==> config.mk <==
export PLATFORM = sky130hd
export DESIGN_NAME = video_timing_generator
export DESIGN_NICKNAME = d
export VERILOG_FILES = /design/src/rtl/video_timing_generator.sv
export SDC_FILE = /design/constraint.sdc
export NUM_CORES = 1
export LEC_CHECK = 0
export BUFFER_PORTS_ARGS = -buffer_cell sky130_fd_sc_hd__buf_4
export CAP_MARGIN = 20
export CORE_AREA = 2 2 61 63
export CTS_CLUSTER_SIZE = 14
export DETAILED_ROUTE_END_ITERATION = 8
export DIE_AREA = 0 0 63 65
export GPL_TIMING_DRIVEN = 0
export PLACE_DENSITY = 0.7
export SETUP_SLACK_MARGIN = 0.05
export SYNTH_ARGS = -nofsm -noshare
export SYNTH_HDL_FRONTEND = slang
export SYNTH_SLANG_ARGS = --single-unit
==> constraint.sdc <==
create_clock -name clk_i -period 2.9 [get_ports clk_i]
set_clock_uncertainty 0.1 [all_clocks]
set_input_delay 0 -clock clk_i [delete_from_list [all_inputs] [get_ports clk_i]]
set_output_delay 0 -clock clk_i [all_outputs]
set_load 0.01 [all_outputs]
==> src/rtl/video_timing_generator.sv <==
// video_timing_generator: free-running raster timing for a progressive display, one pixel per clock.
// Ports:
//   clk_i          pixel clock
//   rst_i          synchronous active-high reset; returns the raster to pixel (0,0)
//   hsync_o        horizontal sync, asserted level HSYNC_POL
//   vsync_o        vertical sync, asserted level VSYNC_POL, whole lines aligned to x=0
//   visible_o      current pixel lies in the active area
//   end_of_line_o  pulse on the last pixel of every line
//   end_of_frame_o pulse on the last pixel of the last line
//   x_o, y_o       position of the pixel currently presented
module video_timing_generator #(
  parameter int H_ACTIVE = 640,
  parameter int H_FRONT = 16,
  parameter int H_SYNC = 96,
  parameter int H_BACK = 48,
  parameter int V_ACTIVE = 480,
  parameter int V_FRONT = 10,
  parameter int V_SYNC = 2,
  parameter int V_BACK = 33,
  parameter bit HSYNC_POL = 1'b0,
  parameter bit VSYNC_POL = 1'b0,
  localparam int H_TOTAL = H_ACTIVE + H_FRONT + H_SYNC + H_BACK,
  localparam int V_TOTAL = V_ACTIVE + V_FRONT + V_SYNC + V_BACK,
  localparam int XW = $clog2(H_TOTAL),
  localparam int YW = $clog2(V_TOTAL)
) (
  input  logic          clk_i,
  input  logic          rst_i,
  output logic          hsync_o,
  output logic          vsync_o,
  output logic          visible_o,
  output logic          end_of_line_o,
  output logic          end_of_frame_o,
  output logic [XW-1:0] x_o,
  output logic [YW-1:0] y_o
);
  typedef enum logic [1:0] {H_ACT, H_FP, H_SYN, H_BP} h_state_e;
  typedef enum logic [1:0] {V_ACT, V_FP, V_SYN, V_BP} v_state_e;
  // Last position of each phase; the next phase starts on the following pixel/line.
  localparam logic [XW-1:0] X_LAST = XW'(H_TOTAL - 1);
  localparam logic [XW-1:0] X_ACT_END = XW'(H_ACTIVE - 1);
  localparam logic [XW-1:0] X_FP_END = XW'(H_ACTIVE + H_FRONT - 1);
  localparam logic [XW-1:0] X_SYN_END = XW'(H_ACTIVE + H_FRONT + H_SYNC - 1);
  localparam logic [YW-1:0] Y_LAST = YW'(V_TOTAL - 1);
  localparam logic [YW-1:0] Y_ACT_END = YW'(V_ACTIVE - 1);
  localparam logic [YW-1:0] Y_FP_END = YW'(V_ACTIVE + V_FRONT - 1);
  localparam logic [YW-1:0] Y_SYN_END = YW'(V_ACTIVE + V_FRONT + V_SYNC - 1);
  h_state_e h_q, h_d;
  v_state_e v_q, v_d;
  logic [XW-1:0] x_q, x_d;
  logic [YW-1:0] y_q, y_d;
  logic run_q, eol;
  logic hs_q, vs_q, vis_q, eol_q, eof_q;
  // run_q is low for the first cycle out of reset so that pixel (0,0) is presented, not skipped.
  always_comb begin
    eol = run_q && x_q == X_LAST;
    x_d = (!run_q || eol) ? '0 : x_q + 1'b1;
    y_d = !run_q ? '0 : !eol ? y_q : (y_q == Y_LAST) ? '0 : y_q + 1'b1;
    h_d = (!run_q || eol) ? H_ACT :
          (x_q == X_ACT_END) ? H_FP :
          (x_q == X_FP_END) ? H_SYN :
          (x_q == X_SYN_END) ? H_BP : h_q;
    v_d = !run_q ? V_ACT :
          !eol ? v_q :
          (y_q == Y_LAST) ? V_ACT :
          (y_q == Y_ACT_END) ? V_FP :
          (y_q == Y_FP_END) ? V_SYN :
          (y_q == Y_SYN_END) ? V_BP : v_q;
  end
  // Outputs are decoded from next-state so every output describes the same pixel as x_q/y_q.
  always_ff @(posedge clk_i) begin
    if (rst_i) begin
      run_q <= 1'b0;
      x_q <= '0;
      y_q <= '0;
      h_q <= H_ACT;
      v_q <= V_ACT;
      hs_q <= !HSYNC_POL;
      vs_q <= !VSYNC_POL;
      vis_q <= 1'b0;
      eol_q <= 1'b0;
      eof_q <= 1'b0;
    end else begin
      run_q <= 1'b1;
      x_q <= x_d;
      y_q <= y_d;
      h_q <= h_d;
      v_q <= v_d;
      hs_q <= (h_d == H_SYN) ? HSYNC_POL : !HSYNC_POL;
      vs_q <= (v_d == V_SYN) ? VSYNC_POL : !VSYNC_POL;
      vis_q <= h_d == H_ACT && v_d == V_ACT;
      eol_q <= x_d == X_LAST;
      eof_q <= x_d == X_LAST && y_d == Y_LAST;
    end
  end
  assign hsync_o = hs_q;
  assign vsync_o = vs_q;
  assign visible_o = vis_q;
  assign end_of_line_o = eol_q;
  assign end_of_frame_o = eof_q;
  assign x_o = x_q;
  assign y_o = y_q;
endmodule

# Word level (Yosys, flattened, before mapping)
# Cells that the tools add are included.
[totals]
input_bits = 2
out_inout_bits = 25
wordCells = 48
ff_bits = 30
[classes]
n_mux = 17
n_addsub = 2
n_eq_ne = 12
n_reduce_logical = 7
[ops]
columns = ["op", "n"]
rows = [
  ["$eq A10 B10 Y1 const B", 7],
  ["$mux W10", 4],
  ["$eq A10 B9 Y1 const B", 3],
  ["$add A10 B1 Y10 const B", 2],
  ["$mux W2", 10],
  ["$eq A2 B2 Y1 const B", 2],
  ["$logic_not A2 Y1", 2],
  ["$logic_and A1 B1 Y1", 3],
  ["$mux W1", 3],
  ["$logic_not A1 Y1", 1],
  ["$logic_or A1 B1 Y1", 1],
]

# Depth between registers and ports, before layout
# Gate-level depths: netlist of run 1.
[depth]
ltp_word = 9
ltp_mapped = 9
depth_no_buf = 8

# Least setup slack after synthesis of run 1
# No wires, ideal clock.
[synth_timing]
path_type = "register to register"
start = "register y_q[0], in the netlist y_o[0]"
end = "register vis_q, in the netlist visible_o"
synth_period_minus_slack_ns = 2.252
n_path_buf = 1
t_arrival_ns = 2.021
path_stages_with_launch = 10
setup_time_ns = 0.132
required_ns = 2.668
setup_slack_ns = 0.648
cell_sequence = "dfxtp_1 inv_1 ha_1 nand2b_1 nor4_4 or4_1 buf_2 nor4b_2 o22a_2 nor4_1"
[synth_between]
elab_chain_cells = 9
elab_cells_between_ends = 12
cone_classes = "4 x eq/ne; 6 x mux; 2 x reduce/logical"
[synth_lines]
columns = ["item", "line", "rtl"]
rows = [
  ["from (decl)", "51", "logic [YW-1:0] y_q, y_d;"],
  ["from (signal assigned)", "86", "y_q <= y_d;"],
  ["$eq A10 B9 Y1", "68", "(y_q == Y_SYN_END) ? V_BP : v_q;"],
  ["$mux W2", "68", ""],
  ["$mux W2", "67", "(y_q == Y_FP_END) ? V_SYN :"],
  ["$mux W2", "66", "(y_q == Y_ACT_END) ? V_FP :"],
  ["$mux W2 *", "65", "(y_q == Y_LAST) ? V_ACT :"],
  ["$mux W2 *", "64", "!eol ? v_q :"],
  ["$mux W2 *", "63", "v_d = !run_q ? V_ACT :"],
  ["$logic_not A2 Y1 *", "91", "vis_q <= h_d == H_ACT && v_d == V_ACT;"],
  ["$logic_and A1 B1 Y1 *", "91", ""],
  ["to (signal assigned)", "80", "vis_q <= 1'b0;"],
  ["to (signal assigned)", "91", ""],
  ["to (decl)", "53", "logic hs_q, vs_q, vis_q, eol_q, eof_q;"],
]
# Every way passes the cells marked *; elsewhere a longest branch is shown, timed or not.
# A chain may end at the register's enable or synchronous reset.

# Final worst setup path of run 1
# Ends and elaborated chain as after synthesis.

==> metrics.yaml, run 1 <==
sta:
  maxSlewViolCount: 0
  fin_crit_ns: 2.47
  slew_headroom_pct: 59.7
  final-setup-viol-count: 0
  fin_ws_ns: 0.432
  fin_crit_sh_pct: 85.1
  worst_slew_pin_slew_ns: 0.598
  finalHoldViolations: 0
  finalSetupTns_ns: 0
  rsz0062_at_grt: "no"
  fmax_mhz: 405
synthesis:
  syn_inst: 201
  synth_edf_count: 0
  syn_area_per_cell_um2: 8.22
  synth.largest_area_cell: "dfxtp_1"
  yosys-top-cells-area: "dfxtp_1 36%, nor2_1 6.6%, xnor2_1 5.3%, a21oi_1 3.6%, ha_1 3.0%"
  syn-cell-area_mm2: 0.00165
  yosys_most_used_dff: "dfxtp_1"
  yosys.area.top_type_share_pct: 36.3
  yosysSeqAreaShare_pct: 36.3
  synth-seq-cells: 30
  ys_types: 47
  async_flop_share_pct: 0
  syn-num-nets: 207
  yosys_warnings: 0
hold_path:
  worstHoldPathType: "reg2reg"
detailed_routing:
  routed_via_density: 5.38
  routedWlPerCell_um: 12.8
  finalWirelength_um: 3590
  dr_total_vias: 1511
  ant_nets: 0
  dr.pass1.iters: 4
  drc: 0
  first_iter_violations: 70
critical_path:
  cp.arrival_ns: 2.57
  timing.critical_path.to_type: "flop"
  crit_fanout: 8
  path_class: "reg2reg"
  critPathLaunchType: "flop"
  required_ns: 3.00
layout:
  fill_cells: 346
  area_growth_pct: 18.7
  final_cell_mix: "30 x dfxtp_1, 29 x nor2_1, 25 x buf_4"
  mostFrequentLayoutCell: "dfxtp_1"
  regArea_um2: 601
  drive_gt1_share_pct: 18.0
  antenna_cells: 0
  multiInputGateArea_um2: 991
  nets: 240
clock_tree:
  cts_root_buf: "clkbuf_4"
  cts_tree: "built"
  cts.sink_count: 30
  clk_latency_ns: 0.33
  numCtsBuffers: 5
  clockBufferDepth: 2
  cts_htree_levels: 2
  cts_setup_buffers: 0
  path_clk_slew_ns: 0.09
floorplan:
  pin_count: 27
  design.core.area_mm2: 0.00350
  die_y_um: 65
  die_x_um: 63
  dieArea_mm2: 0.00410
  rows: 22
  start_util_pct: 47.3
power:
  p_leak_nw: 0.729
  ir_drop_mv: 0.207
  pwr_density_cell_mw_per_mm2: 345
global_route:
  grt_usage_pct: 19.2
  grt_first_pass_wirelength_um: 6100
  grt_max_degree: 12
  grt_pass1_vias: 1294
  antenna_found_initial: 0
  gr-total-overflow: 0
place:
  dp_hpwl_um: 2660
  gp_congestion: 0.878
  pre_cts_slack_ns: 0.469
  numPortBuffers: 25
status:
  status: "complete, no violations"
job:
  maxCapViolCount: 0
[state kept, by name, indices dropped and copies added (netlist names)]
| register | cells |
|---|---|
| x_o | 10 |
| y_o | 10 |
| h_q | 2 |
| v_q | 2 |
| end_of_frame_o | 1 |
| end_of_line_o | 1 |
| hsync_o | 1 |
| run_q | 1 |
| visible_o | 1 |
| vsync_o | 1 |
[per-layer routing]
layer	GRT usage, %	routed length [µm]	vias to the layer above
met1	27.3	1810	686
met2	27.8	1540	34
li1	-	-	786
met5	0	0	-
met4	6.67	58	0
met3	5.21	184	5
[cell usage after synthesis (3+ instances only)]
master / count
nor4_1: 6
nand4_1: 4
and2_1: 4
nor2_1: 29
xnor2_1: 10
and3_1: 3
nor3_1: 5
a21oi_1: 12
xor2_1: 3
nand3_1: 8
nand2b_1: 8
buf_2: 4
nor2b_1: 3
inv_1: 8
dfxtp_1: 30
clkbuf_1: 3
ha_1: 4
o21ai_0: 8
nand2_1: 11
[what timing repair did]
| action | in CTS | in global routing |
|---|---|---|
| hold endpoints to repair | 6 | 0 |
| resized for setup | 0 | 0 |
| hold buffers | 1 | 0 |
[path summary, 6_finish.rpt]
kind | start | to | slack [ns] | cells after the start
max | y_o[0] | visible_o | 0.43 | 9
min | x_o[0] | x_o[0] | 0.40 | 1
max reg2reg | y_o[0] | visible_o | 0.43 | 9
min reg2reg | x_o[0] | x_o[0] | 0.40 | 1
[power breakdown]
part / switching, W / internal [W]
sequential: 0.00000288 / 0.000414
clock: 0.000129 / 0.000109
combinational: 0.0000144 / 0.00000718
total: 0.000146 / 0.000530
[kinds of logic after synthesis]
logic type | Yosys count | share of synthesized area (%)
xor gates and xnor gates | 13 | 6.89
and+or+nand+nor | 104 | 36.2
muxes | 2 | 1.21
adders and majority gates | 4 | 3.03
buffers and inverters | 15 | 3.71
AOI/OAI and AO/OA | 33 | 12.6
DFF | 30 | 36.3
[layout make-up]
cell class	count	share of cell area (%)
timing repair buffer	26	10.1
clock buffer	6	2.61
buffer	7	1.59
inverter	8	1.53
multi-input combinational	156	50.5
sequential	30	30.6
tap	48	3.06
[worst max-delay path, cell delays in order (launching register included)]
cell and delay (ns):
dfxtp_1 0.46, inv_1 0.13, ha_1 0.21, nand2b_1 0.11, nor4_4 0.07, or4_1 0.50
buf_2 0.19, nor4b_2 0.28, o22a_2 0.22, nor4_1 0.06
[stage by stage]
| step | hold WS [ns] | area (µm²) | instances | power (W) | utilization [%] |
|---|---|---|---|---|---|
| final | 0.399 | 1960 | 281 | 0.000677 | 56.1 |
| after global routing | 0.431 | 1960 | 281 | 0.000715 | 56.1 |
| after CTS | 0.403 | 1960 | 281 | 0.000685 | 56.1 |
| after detailed placement | 0.290 | 1900 | 274 | 0.000448 | 54.4 |
| after global placement | 0.289 | 1900 | 274 | 0.000448 | 54.4 |
| after floorplan | 0.195 | 1650 | 201 | 0.000439 | - |
No activity file was read; power rests on OpenSTA's default activity.
==> run 2: changes to the inputs <==
Settings changed: ABC_AREA set to 1, CORE_AREA 2 2 61 63 to 2 2 63 65, DIE_AREA 0 0 63 65 to 0 0 65 67.
==> run 2 against run 1 <==
Compared with the run above: flip-flop and latch count unchanged; first-iteration DRC count increased by 53%; sequential share of layout area decreased by 2.4 points; via count increased by 18%; highest routed layer unchanged; critical path type unchanged; maximum frequency increased by 20%; critical endpoint unchanged; worst setup slack improved by 0.40 ns.
==> metrics.yaml, run 2 <==
critical_path:
  crit_start: "y_o[0]"  # unchanged
  timing.critical_path.to_type: "flop"  # unchanged
  crit_fanout: 7  # was 8
  reg2reg_slack_ns: 0.84  # was 0.43 ns
  critPathMaxStageDelay_ns: 0.46  # was 0.50 ns
  crit_family: "simple AND/OR/NAND/NOR gates"  # unchanged
  critPathLaunchType: "flop"  # unchanged
  ff2ff_path_depth: 9  # unchanged
  cp.depth: 9  # unchanged
  path_class: "reg2reg"  # unchanged
  crit_buf_inv: 0  # was 2
  cp.arrival_ns: 2.14  # was 2.57 ns
  r2r_start: "y_o[0]"  # unchanged
  r2r-end: "visible_o"  # unchanged
  endpoint: "visible_o"  # unchanged
  required_ns: 2.98  # was 3.00 ns
  cp_slowest_cell: "dfxtp_1"  # was or4_1
  cp_cell_sequence: "ha_1 -> nand2_1 -> nor2_1 -> nand2_1 -> nor4_1 -> nand2b_1 -> nand2_1 -> nand3_1 -> nor2_1"  # was inv_1 -> ha_1 -> nand2b_1 -> nor4_4 -> or4_1 -> buf_2 -> nor4b_2 -> o22a_2 -> nor4_1
  cpMostUsedCell: "nand2_1"
synthesis:
  yosys_most_used_dff: "dfxtp_1"  # unchanged
  yosysSeqAreaShare_pct: 33.7  # was 36.3%
  ys_top_cells_by_count: "84 x nand2_1, 57 x nor2_1, 40 x inv_1"  # was 30 x dfxtp_1, 29 x nor2_1, 12 x a21oi_1
  yosys-top-cells-area: "dfxtp_1 34%, nand2_1 18%, nor2_1 12%, inv_1 8.4%, nand3_1 6.7%"  # was dfxtp_1 36%, nor2_1 6.6%, xnor2_1 5.3%, a21oi_1 3.6%, ha_1 3.0%
  syn_area_per_cell_um2: 6.23  # was 8.22 µm²
  ys_types: 28  # was 47
  synth-seq-cells: 30  # unchanged
  yosysMostFrequentCell: "nand2_1"  # was dfxtp_1
  yosys.area.top_type_share_pct: 33.7  # was 36.3%
  synth_edf_count: 0  # unchanged
  yosys_warnings: 0  # unchanged
  async_flop_share_pct: 0  # unchanged
  syn-cell-area_mm2: 0.00178  # was 0.00165 mm²
  synth.largest_area_cell: "dfxtp_1"  # unchanged
  syn_inst: 286  # was 201
  syn-num-nets: 292  # was 207
detailed_routing:
  dr.pass1.iters: 4  # unchanged
  drc: 0  # unchanged
  first_iter_violations: 107  # was 70
  wl_met2_um: 2000  # was 1540 µm
  m1WireLength_um: 1930  # was 1810 µm
  ant_nets: 0  # unchanged
  routed_via_density: 4.84  # was 5.38
  top_layer: "met4"  # unchanged
  dr_wl_met3_um: 148  # was 184 µm
  finalWirelength_um: 4180  # was 3590 µm
  dr_total_vias: 1781  # was 1511
  routedWlPerCell_um: 11.4  # was 12.8 µm
layout:
  stdcell_count: 368  # was 281
  drive_gt1_share_pct: 15.0  # was 18.0%
  nets: 325  # was 240
  final_util_pct: 59.1  # was 56.1%
  area_growth_pct: 19.6  # was 18.7%
  final_cell_mix: "84 x nand2_1, 57 x nor2_1, 40 x inv_1"  # was 30 x dfxtp_1, 29 x nor2_1, 25 x buf_4
  mostFrequentLayoutCell: "nand2_1"  # was dfxtp_1
  antenna_cells: 0  # unchanged
floorplan:
  design.core.area_mm2: 0.00361  # was 0.00350 mm²
  rows: 22  # unchanged
  pin_count: 27  # unchanged
  dieArea_mm2: 0.00436  # was 0.00410 mm²
  die_y_um: 67  # was 65 µm
  die_x_um: 65  # was 63 µm
  start_util_pct: 49.4  # was 47.3%
sta:
  finalHoldViolations: 0  # unchanged
  rsz0062_at_grt: "no"  # unchanged
  maxSlewViolCount: 0  # unchanged
  fin_ws_ns: 0.837  # was 0.432 ns
  finalSetupTns_ns: 0  # unchanged
  fin_crit_ns: 2.06  # was 2.47 ns
  slew_headroom_pct: 64.5  # was 59.7%
  fmax_mhz: 485  # was 405 MHz
  final-setup-viol-count: 0  # unchanged
  fin_crit_sh_pct: 71.1  # was 85.1%
  worst_slew_pin_slew_ns: 0.533  # was 0.598 ns
job:
  maxCapViolCount: 0  # unchanged
power:
  p_total_w: 0.000792  # was 0.000677 W
  pwr_density_cell_mw_per_mm2: 372  # was 345 mW/mm²
  ir_drop_mv: 0.257  # was 0.207 mV
  p_leak_nw: 1.03  # was 0.729 nW
place:
  gp_congestion: 0.910  # was 0.878
  dp.cells: 359  # was 274
  dp_hpwl_um: 3240  # was 2660 µm
  numPortBuffers: 25  # unchanged
  pre_cts_slack_ns: 0.837  # was 0.469 ns
clock_tree:
  clk_latency_ns: 0.28  # was 0.33 ns
  cts_htree_levels: 2  # unchanged
  numCtsBuffers: 5  # unchanged
  cts_root_buf: "clkbuf_8"  # was clkbuf_4
  cts_setup_buffers: 0  # unchanged
  path_clk_slew_ns: 0.07  # was 0.09 ns
  cts.sink_count: 30  # unchanged
  cts_tree: "built"  # unchanged
  clockBufferDepth: 2  # unchanged
global_route:
  grt_max_degree: 11  # was 12
  antenna_found_initial: 0  # unchanged
  grt_first_pass_wirelength_um: 7370  # was 6100 µm
  grt_usage_pct: 22.6  # was 19.2%
  grt_pass1_vias: 1652  # was 1294
  gr-total-overflow: 0  # unchanged
hold_path:
  worstHoldPathType: "reg2reg"  # unchanged
status:
  status: "complete, no violations"  # unchanged
-- run 2: cell count changes in the layout (fill, tap and decap cells not counted), moves of 9 or more --
cell     change
nand2_1     +73
inv_1       +32
nor2_1      +28
nand3_1     +16
xnor2_1     -10
a21oi_1      -9
-- run 2: layout make-up --
| cell class | count | area [µm²] |
|---|---|---|
| fill | 390 | 1470 |
| multi-input combinational | 211 | 1010 |
| sequential | 30 | 601 |
| timing repair buffer | 26 | 198 |
| inverter | 41 | 154 |
| clock buffer | 7 | 86.3 |
| tap | 48 | 60.1 |
| buffer | 4 | 17.5 |
| clock inverter | 1 | 5.00 |
-- run 2: worst min path at each step --
| stage | depth (start not counted) | to | slack [ns] | from |
|---|---|---|---|---|
| detailed placement | 2 | run_q | 0.27 | rst_i |
| finish | 1 | x_o[0] | 0.44 | x_o[0] |
| CTS | 1 | x_o[0] | 0.44 | x_o[0] |
| global route | 1 | x_o[0] | 0.49 | x_o[0] |
| floorplan | 2 | run_q | 0.18 | rst_i |
| global placement | 2 | run_q | 0.26 | rst_i |
-- run 2: timing repair --
action | in CTS | in global routing
gates resized for setup | 0 | 0
hold buffers | 1 | 0
endpoints found under the hold margin | 2 | 0
-- run 2: power by group --
group          switching (W)  total (W)  leakage [nW]  internal (W)
logic              0.0000191  0.0000274         0.740    0.00000829
clock network       0.000156   0.000347        0.0482      0.000191
registers         0.00000266   0.000418         0.243      0.000415
-- run 2: cell families after synthesis --
logic type,count (synthesis),share of synthesized area (%)
simple gates,191,48.6
buf+inv,45,9.61
flops,30,33.7
compound gates,14,4.28
fa+ha+maj,4,2.81
xor+xnor,2,0.983
-- run 2: routing by layer --
metal	GRT usage, %	up-vias
li1	-	952
met1	26.8	786
met2	38.4	35
met3	4.90	8
met4	11.4	0
met5	0	-
-- run 2: stage by stage --
step | cell area, µm² | hold WS, ns
after detailed placement | 2030 | 0.270
after CTS | 2130 | 0.440
after floorplan | 1780 | 0.184
final | 2130 | 0.439
after global placement | 2030 | 0.263
after global routing | 2130 | 0.493
